===== src/rtl/cpu_isa_pkg.sv =====
// Shared ISA definitions: opcodes, instruction field positions,
// register encodings and the fetch sequencer state type.
package cpu_isa_pkg;

    localparam int ISA_INSTR_W = 8;

    localparam logic [3:0] OP_ADD  = 4'b0000;
    localparam logic [3:0] OP_SUB  = 4'b0001;
    localparam logic [3:0] OP_MUL  = 4'b0010;
    localparam logic [3:0] OP_DIV  = 4'b0011;
    localparam logic [3:0] OP_SHL  = 4'b0100;
    localparam logic [3:0] OP_SHR  = 4'b0101;
    localparam logic [3:0] OP_SQA  = 4'b0110;
    localparam logic [3:0] OP_SQB  = 4'b0111;
    localparam logic [3:0] OP_PUSH = 4'b1000;
    localparam logic [3:0] OP_LDA  = 4'b1001;
    localparam logic [3:0] OP_LDB  = 4'b1010;
    localparam logic [3:0] OP_OUT  = 4'b1011;
    localparam logic [3:0] OP_BSHL = 4'b1100;
    localparam logic [3:0] OP_BSHR = 4'b1101;
    localparam logic [3:0] OP_RSV0 = 4'b1110;
    localparam logic [3:0] OP_RSV1 = 4'b1111;

    localparam int OP_MSB = 7;
    localparam int OP_LSB = 4;
    localparam int RA_MSB = 3;
    localparam int RA_LSB = 2;
    localparam int RB_MSB = 1;
    localparam int RB_LSB = 0;

    localparam logic [1:0] REG_R0 = 2'd0;
    localparam logic [1:0] REG_R1 = 2'd1;
    localparam logic [1:0] REG_R2 = 2'd2;
    localparam logic [1:0] REG_R3 = 2'd3;

    typedef enum logic [1:0] {
        S_IDLE,
        S_FETCH,
        S_ISSUE,
        S_HALT
    } seq_state_e;

    function automatic logic is_reserved_op(input logic [3:0] op);
        return (op == OP_RSV0) || (op == OP_RSV1);
    endfunction

endpackage


===== src/rtl/instr_field_split.sv =====
// Splits an instruction word into opcode and register fields.
// Shared between the fetch sequencer and the execute stage.
module instr_field_split
    import cpu_isa_pkg::*;
#(
    parameter int INSTR_W = ISA_INSTR_W
) (
    input  logic [INSTR_W-1:0] instr,
    output logic [3:0]         op,
    output logic [1:0]         ra,
    output logic [1:0]         rb,
    output logic               is_reserved
);

    assign op          = instr[OP_MSB:OP_LSB];
    assign ra          = instr[RA_MSB:RA_LSB];
    assign rb          = instr[RB_MSB:RB_LSB];
    assign is_reserved = is_reserved_op(op);

endmodule


===== src/rtl/prog_fetch_sequencer.sv =====
// Program counter and fetch/issue controller in front of the ROM.
// Optional SEQ_SINGLE_STEP_EN adds a step input gating each fetch.
module prog_fetch_sequencer
    import cpu_isa_pkg::*;
#(
    parameter int ADDR_W   = 8,
    parameter int INSTR_W  = 8,
    parameter int MAX_ADDR = 255
) (
    input  logic               clk,
    input  logic               rst_n,
    input  logic               start,
    input  logic               abort,
`ifdef SEQ_SINGLE_STEP_EN
    input  logic               step,
`endif
    input  logic [1:0]         prog_sel,
    output logic [1:0]         rom_prog,
    output logic [ADDR_W-1:0]  rom_addr,
    input  logic [INSTR_W-1:0] rom_instr,
    output logic               issue_valid,
    input  logic               issue_ready,
    output logic [3:0]         issue_op,
    output logic [1:0]         issue_ra,
    output logic [1:0]         issue_rb,
    output logic               busy,
    output logic               done,
    output logic               overrun
);

    localparam logic [ADDR_W-1:0] LAST = ADDR_W'(MAX_ADDR);

    seq_state_e         state;
    logic [ADDR_W-1:0]  pc;
    logic [INSTR_W-1:0] ir;
    logic               ir_rsv;
    logic               fetch_go;
    logic               at_last;
    logic               rom_rsv;

`ifdef SEQ_SINGLE_STEP_EN
    assign fetch_go = step;
`else
    assign fetch_go = 1'b1;
`endif

    assign at_last  = (pc == LAST);
    assign rom_rsv  = is_reserved_op(rom_instr[OP_MSB:OP_LSB]);
    assign rom_addr = pc;

    instr_field_split #(.INSTR_W(INSTR_W)) u_split (
        .instr       (ir),
        .op          (issue_op),
        .ra          (issue_ra),
        .rb          (issue_rb),
        .is_reserved (ir_rsv)
    );

    always_ff @(posedge clk or negedge rst_n) begin
        if (!rst_n) begin
            state       <= S_IDLE;
            pc          <= '0;
            ir          <= '0;
            rom_prog    <= 2'd0;
            issue_valid <= 1'b0;
            busy        <= 1'b0;
            done        <= 1'b0;
            overrun     <= 1'b0;
        end else if (abort) begin
            state       <= S_IDLE;
            issue_valid <= 1'b0;
            busy        <= 1'b0;
            done        <= 1'b0;
            overrun     <= 1'b0;
        end else begin
            unique case (state)
                S_IDLE, S_HALT: begin
                    if (start) begin
                        rom_prog <= prog_sel;
                        pc       <= '0;
                        done     <= 1'b0;
                        overrun  <= 1'b0;
                        busy     <= 1'b1;
                        state    <= S_FETCH;
                    end
                end
                S_FETCH: begin
                    if (fetch_go) begin
                        ir <= rom_instr;
                        if (!rom_rsv) begin
                            issue_valid <= 1'b1;
                            state       <= S_ISSUE;
                        end else if (at_last) begin
                            busy    <= 1'b0;
                            done    <= 1'b1;
                            overrun <= 1'b1;
                            state   <= S_HALT;
                        end else begin
                            pc <= pc + 1'b1;
                        end
                    end
                end
                S_ISSUE: begin
                    if (issue_ready) begin
                        issue_valid <= 1'b0;
                        // OUT wins over overrun at the last address
                        if (issue_op == OP_OUT) begin
                            busy  <= 1'b0;
                            done  <= 1'b1;
                            state <= S_HALT;
                        end else if (at_last) begin
                            busy    <= 1'b0;
                            done    <= 1'b1;
                            overrun <= 1'b1;
                            state   <= S_HALT;
                        end else begin
                            pc    <= pc + 1'b1;
                            state <= S_FETCH;
                        end
                    end
                end
                default: state <= S_IDLE;
            endcase
        end
    end

    logic unused_rsv;
    assign unused_rsv = ir_rsv;

endmodule


===== config.mk =====
export PLATFORM = sky130hd
export DESIGN_NAME = prog_fetch_sequencer
export DESIGN_NICKNAME = d
export VERILOG_FILES = /design/src/rtl/cpu_isa_pkg.sv /design/src/rtl/instr_field_split.sv /design/src/rtl/prog_fetch_sequencer.sv
export SDC_FILE = /design/constraint.sdc
export NUM_CORES = 1
export LEC_CHECK = 0
export ABC_AREA = 1
export BUFFER_PORTS_ARGS = -buffer_cell sky130_fd_sc_hd__buf_2
export CAP_MARGIN = 20
export CORE_MARGIN = 5
export CORE_UTILIZATION = 50
export CTS_CLUSTER_DIAMETER = 60
export DETAILED_ROUTE_END_ITERATION = 10
export GPL_TIMING_DRIVEN = 1
export PLACE_DENSITY = 0.83
export SLEW_MARGIN = 0
export SYNTH_ARGS = -nofsm -noshare
export SYNTH_HDL_FRONTEND = slang
export SYNTH_SLANG_ARGS = --single-unit

===== constraint.sdc =====
create_clock -name clk -period 2.8 [get_ports clk]
set_input_delay 0.14 -clock clk [delete_from_list [all_inputs] [get_ports clk]]
set_output_delay 0.14 -clock clk [all_outputs]
set_load 0.02 [all_outputs]

=== Yosys cells after proc, flatten, opt, wreduce, memory -nomap -nowiden ===
Index checks and enable logic that the tools add are counted.

* Input port bits: 15
* Register bits: 24
* Memory bits (read-only): 0
* Memories: 0
* Word-level logic and storage cells: 76
* Output and inout bits: 22
* Bits in writable memories: 0
* Bits in latches: 0

* $add $sub $neg: 1
* Equal/unequal tests: 17
* Order comparisons: 0
* Div/mod/pow operators: 0
* Mux-type cells: 38
* Bitwise operators: 1
* Reduce and logical (&&, ||, !) cells: 11
* Multiply operators: 0
* Shift operators: 0

{| class="wikitable"
|+ Operator list
! cell !! count
|-
| $mux 8 || 5
|-
| $pmux 8 s3 || 1
|-
| $mux 1 || 20
|-
| $ne 3x3->1 const B || 5
|-
| $mux 2 || 7
|-
| $eq 4x4->1 const B || 3
|-
| $reduce_and 3->1 || 4
|-
| $pmux 1 s3 || 3
|-
| $add 8x1->8 const B || 1
|-
| $eq 8x8->1 const B || 1
|-
| $ne 2x2->1 const B || 4
|-
| $pmux 2 s3 || 1
|-
| $reduce_and 5->1 || 1
|-
| $eq 2x2->1 const B || 2
|-
| $ne 4x4->1 const B || 1
|-
| $reduce_and 4->1 || 1
|-
| $reduce_bool 3->1 || 1
|-
| $eq 2x1->1 const B || 1
|-
| $logic_not 2->1 || 1
|-
| $pmux 1 s2 || 1
|-
| $reduce_and 2->1 || 1
|-
| $reduce_or 2->1 || 1
|-
| $logic_or 1x1->1 || 1
|-
| $not 1->1 || 1
|}

=== Logic depth before layout (Yosys ltp) ===
* Depth in word-level cells: 6
* Gate-level depth with buffers: 10
* Gate-level depth less buffers: 10

=== Modules after synthesis ===
Synthesis repeated with hierarchy kept, for this count alone.

* Cells, all modules: 202
* Area, all modules: 1515.2 um2

{| class="wikitable"
|+ Modules (own cells, without submodules)
! module !! cells an instance !! area an instance (um2) !! instances !! seq. area each (um2)
|-
| prog_fetch_sequencer || 191 || 1441.4 || 1 || 600.6
|-
| instr_field_split || 11 || 73.8 || 1 || 0.0
|}

=== Worst setup path after synthesis ===
OpenSTA, ideal clock, no wires.

* Path kind: flip-flop to flip-flop
* From: reg state[0]
* To: reg pc[4] (netlist: rom_addr[4])
* Buffers on the path: 0
* Cell stages (with the launch flop): 9
* Data arrival time: 1332 ps
* Clock period less this slack: 1449 ps
* Data required time: 2683 ps
* Path slack: 1351 ps
* Path through: dfrtp_1 inv_1 ha_1 nand2_1 nand3_1 nor2_4 nand3_4 nand2_1 nand2_1

* Cells in the longest elaborated chain, start to end: 4

{| class="wikitable"
|+ RTL lines
! element !! RTL line !! RTL
|-
| start, declared || prog_fetch_sequencer.sv:33 || <nowiki>seq_state_e state;</nowiki>
|-
| start signal, assigned || prog_fetch_sequencer.sv:61 || <nowiki>state <= S_IDLE;</nowiki>
|-
| start signal, assigned || prog_fetch_sequencer.sv:70 || <nowiki>state <= S_IDLE;</nowiki>
|-
| start signal, assigned || prog_fetch_sequencer.sv:84 || <nowiki>state <= S_FETCH;</nowiki>
|-
| $eq 2x2->1 / $logic_not 2->1 (equally long branches) || prog_fetch_sequencer.sv:76 || <nowiki>unique case (state)</nowiki>
|-
| $reduce_or 2->1 || prog_fetch_sequencer.sv:76 ||
|-
| $ne 2x2->1 (no source line) || n/a ||
|-
| $reduce_and 5->1 (no source line) || n/a ||
|-
| end signal, assigned || prog_fetch_sequencer.sv:99 || <nowiki>pc <= pc + 1'b1;</nowiki>
|-
| end signal, assigned || prog_fetch_sequencer.sv:117 || <nowiki>pc <= pc + 1'b1;</nowiki>
|-
| end, declared || prog_fetch_sequencer.sv:34 || <nowiki>logic [ADDR_W-1:0] pc;</nowiki>
|}

Several ways; a longest one is shown, not always the timed one.
A chain may end at the register's enable or synchronous reset.

=== Worst setup path after layout ===
* From: reg state[1]
* To: reg state[1]

* Cells in the longest elaborated chain, start to end: 4

{| class="wikitable"
|+ RTL lines
! element !! RTL line
|-
| $eq 2x2->1 / $logic_not 2->1 (equally long branches) || prog_fetch_sequencer.sv:76
|-
| $reduce_or 2->1 || prog_fetch_sequencer.sv:76
|-
| $ne 3x3->1 (no source line) / $pmux 2 s3 (equally long branches) || n/a
|-
| $reduce_and 3->1 (no source line) / $mux 2 (equally long branches) || n/a
|}

Several ways; a longest one is shown, not always the timed one.

==> metrics <==
DR pass1 iterations=4; CP Max Fanout=12; Synth Cell Area=approximately 1400 um2; Final Skew=~0.0018 ns; Post-Syn Area per Cell=7.347 um2; leakage power=around 0.9 nW; Antenna diodes=0; syn nets=about 210; quantity of gates resized following cts=0; CTS clk-pin slew, worst paths=~0.12 ns; post-route cell area=between 1500 and 2000 um2; area grow syn2layout=16.94%; status=complete, no violations; Layout fillers=between 200 and 300; Worst Hold Margin=0.02644 ns; Vias=~1300; site row count=19; clock power share=0.138; post-route ant nets=0; CTS Sinks=24; Post-Route Utilization=0.6075; placed cell area=1643 um2; postcts setup bufs=0; crit end category=register; Starting Density=0.5195; Final min period=between 1.5 and 2 ns; top cells by area, synth=dfrtp_1, nand2_1, nor2_1; floorplan core area=approximately 2800 um2; total power draw=1.055 mW; Reg power frac=0.459; Max Cap Viol=0; detailed router's first-iteration violation count=50; Hold-fix buffers, CTS=1; cell-internal power=a little over 0.6 mW; Synth top area share=0.4192; setup slack, reg-to-reg=0.98 ns; slowest cell on the critical path=dfrtp_1; fin cells=between 200 and 300; CTS tree=yes; Max stage delay on crit path=approximately 0.42 ns; share of cells above drive strength 1=0.2661; clk buf depth=2; Routed WL per cell=11.50 um; vias in the first global route=1223; initial antenna violation count=0; die area=between 4000 and 5000 um2; GRT overflow=0; H-tree levels=1; HP Class=in -> reg; number of synthesized flops with an enable pin=0; Setup Viol. Count Final=0; GRT Total Usage=0.1597; clk_lat worst skew=0.30 ns; die width=approximately 64 um; cell count after synthesis=195; Setup WS post-layout=between 0.9 and 1 ns; port bufs=36; GP Congestion=0.8745; Comb power frac=0.403; slew of the pin with the lowest slew margin=between 0.5 and 0.6 ns; final hold violations=0; Switch Pwr=between 0.4 and 0.5 mW; post-synthesis cell type count=25; Synth area leader=dfrtp_1; Placed Cells=260; Yosys reg bits=24; Nets=about 250; Startpoint Class=register; most used flip-flop cell after synthesis=dfrtp_1; Worst VDD drop=0.0006242 V; critical path arrival=between 2 and 2.5 ns; I/O pin count=37; first-pass GRT wire length=5285 um; crit-path cells=inv_1 -> ha_1 -> inv_2 -> nor2_2 -> inv_2 -> nor2_2 -> nand2_2 -> nand2_2 -> nand2_1 -> o21ai_1; Net Sw Frac=0.4139; synth warn=0; ys async rst share=1.000; largest net degree at the start of global routing=25; fin crit share=0.6507; post-synthesis sequential area ratio=0.4192; power per cell area=629.9 nW/um2; total CTS buffers=3; Max-slew headroom=0.6538; Remaining DRCs=0; dpl ws=1.030 ns; Worst EP required=3.04 ns; RSZ-0062 raised after global routing=no; Post-Route WL=3037 um; number of vias per cell=5.072; Max Freq=548.9 MHz; Pins Over Slew Limit=0; die height=63.53 um; CP Class=reg -> reg; Root Buffer=clkbuf_4; final setup TNS=0 ns; post-DP HPWL=~2400 um
[per-layer routing]
layer / track usage / up-vias / wire, um
li1: - / 697 / -
met1: 0.2219 / 597 / 1410
met2: 0.2449 / 41 / 1401
met3: 0.03020 / 4 / 182
met4: 0.05974 / 0 / 42
met5: 0 / - / 0
[cells in the final DEF, fill, tap and decap left out]
master,instances
dlygate4sd3_1,1
nor3_1,2
nand3_2,2
nand2_1,73
nand4_1,3
nand3_4,2
nor3b_1,1
o21bai_1,2
or2_0,1
nand3_1,11
buf_2,36
o21ai_1,4
o21ai_0,4
xor2_1,1
inv_2,3
nand2_2,6
nor2_4,3
nor2_1,19
ha_1,3
clkbuf_4,3
dfrtp_1,24
a21oi_1,4
or2_2,1
inv_1,18
mux2_2,2
nor2_2,4
[state kept, by name, indices dropped and copies added (netlist names)]
| signal | flops |
|---|---|
| busy | 1 |
| done | 1 |
| ir | 8 |
| issue_valid | 1 |
| overrun | 1 |
| rom_addr | 8 |
| rom_prog | 2 |
| state | 2 |
[kinds of logic (layout without fill, tap and decap cells)]
group | after synthesis | in the layout | synth area share
multiplexers | 2 | 2 | 0.01572
buffers and inverters | 23 | 61 | 0.06113
XOR/XNOR | 1 | 1 | 0.006115
flip-flops | 24 | 24 | 0.4192
AND/OR/NAND/NOR | 128 | 128 | 0.4192
adder cells (fa/ha/maj) | 3 | 3 | 0.02620
AO/OA/AOI/OAI | 14 | 14 | 0.05240
[power by group through the flow]
stage	sequential [mW]	clock, mW	combinational, mW
6_report	0.484	0.145	0.426
5_1_grt	0.496	0.162	0.472
4_1_cts	0.484	0.152	0.430
3_5_place_dp	0.488	0	0.429
3_3_place_gp	0.489	0	0.418
2_1_floorplan	0.585	0	0.190
[final timing paths]
check,start,endpoint,cells after the start
worst max-delay path,state[1]$_DFFE_PN0P_,state[1]$_DFFE_PN0P_,10
worst min-delay path,rom_instr[1],ir[1]$_DFFE_PN0P_,3
worst max register to register,state[1]$_DFFE_PN0P_,state[1]$_DFFE_PN0P_,10
worst min register to register,ir[1]$_DFFE_PN0P_,ir[1]$_DFFE_PN0P_,2
max in group asynchronous,rst_n,rom_addr[5]$_DFFE_PN0P_,2
min in group asynchronous,rst_n,ir[4]$_DFFE_PN0P_,2
[cell usage after synthesis, drive strengths merged, types with 2 or more instances]
cell type / instances
nand3: 15
o21bai: 2
nor3: 2
mux2: 2
a21oi: 4
nand2: 79
nand4: 3
o21ai: 8
or2: 2
nor2: 26
ha: 3
inv: 21
dfrtp: 24
[area by class of cell]
| type | count | area [um2] | area share |
|---|---|---|---|
| Tap cell | 31 | 38.79 | 0.02315 |
| Timing Repair Buffer | 37 | 190.2 | 0.1135 |
| Sequential cell | 24 | 600.6 | 0.3585 |
| Inverter | 21 | 78.83 | 0.04705 |
| Multi-Input combinational cell | 148 | 744.5 | 0.4444 |
| Clock buffer | 3 | 22.52 | 0.01344 |
[worst max-delay path: cells and delay by family (launching register included)]
family                     cells  cell delay [ns]
buffers and inverters          3             0.31
and+or+nand+nor                5             0.71
DFF                            1             0.42
adders and majority gates      1             0.26
AOI/OAI and AO/OA              1             0.07
Note: power is estimated with default switching activity, not from simulation.
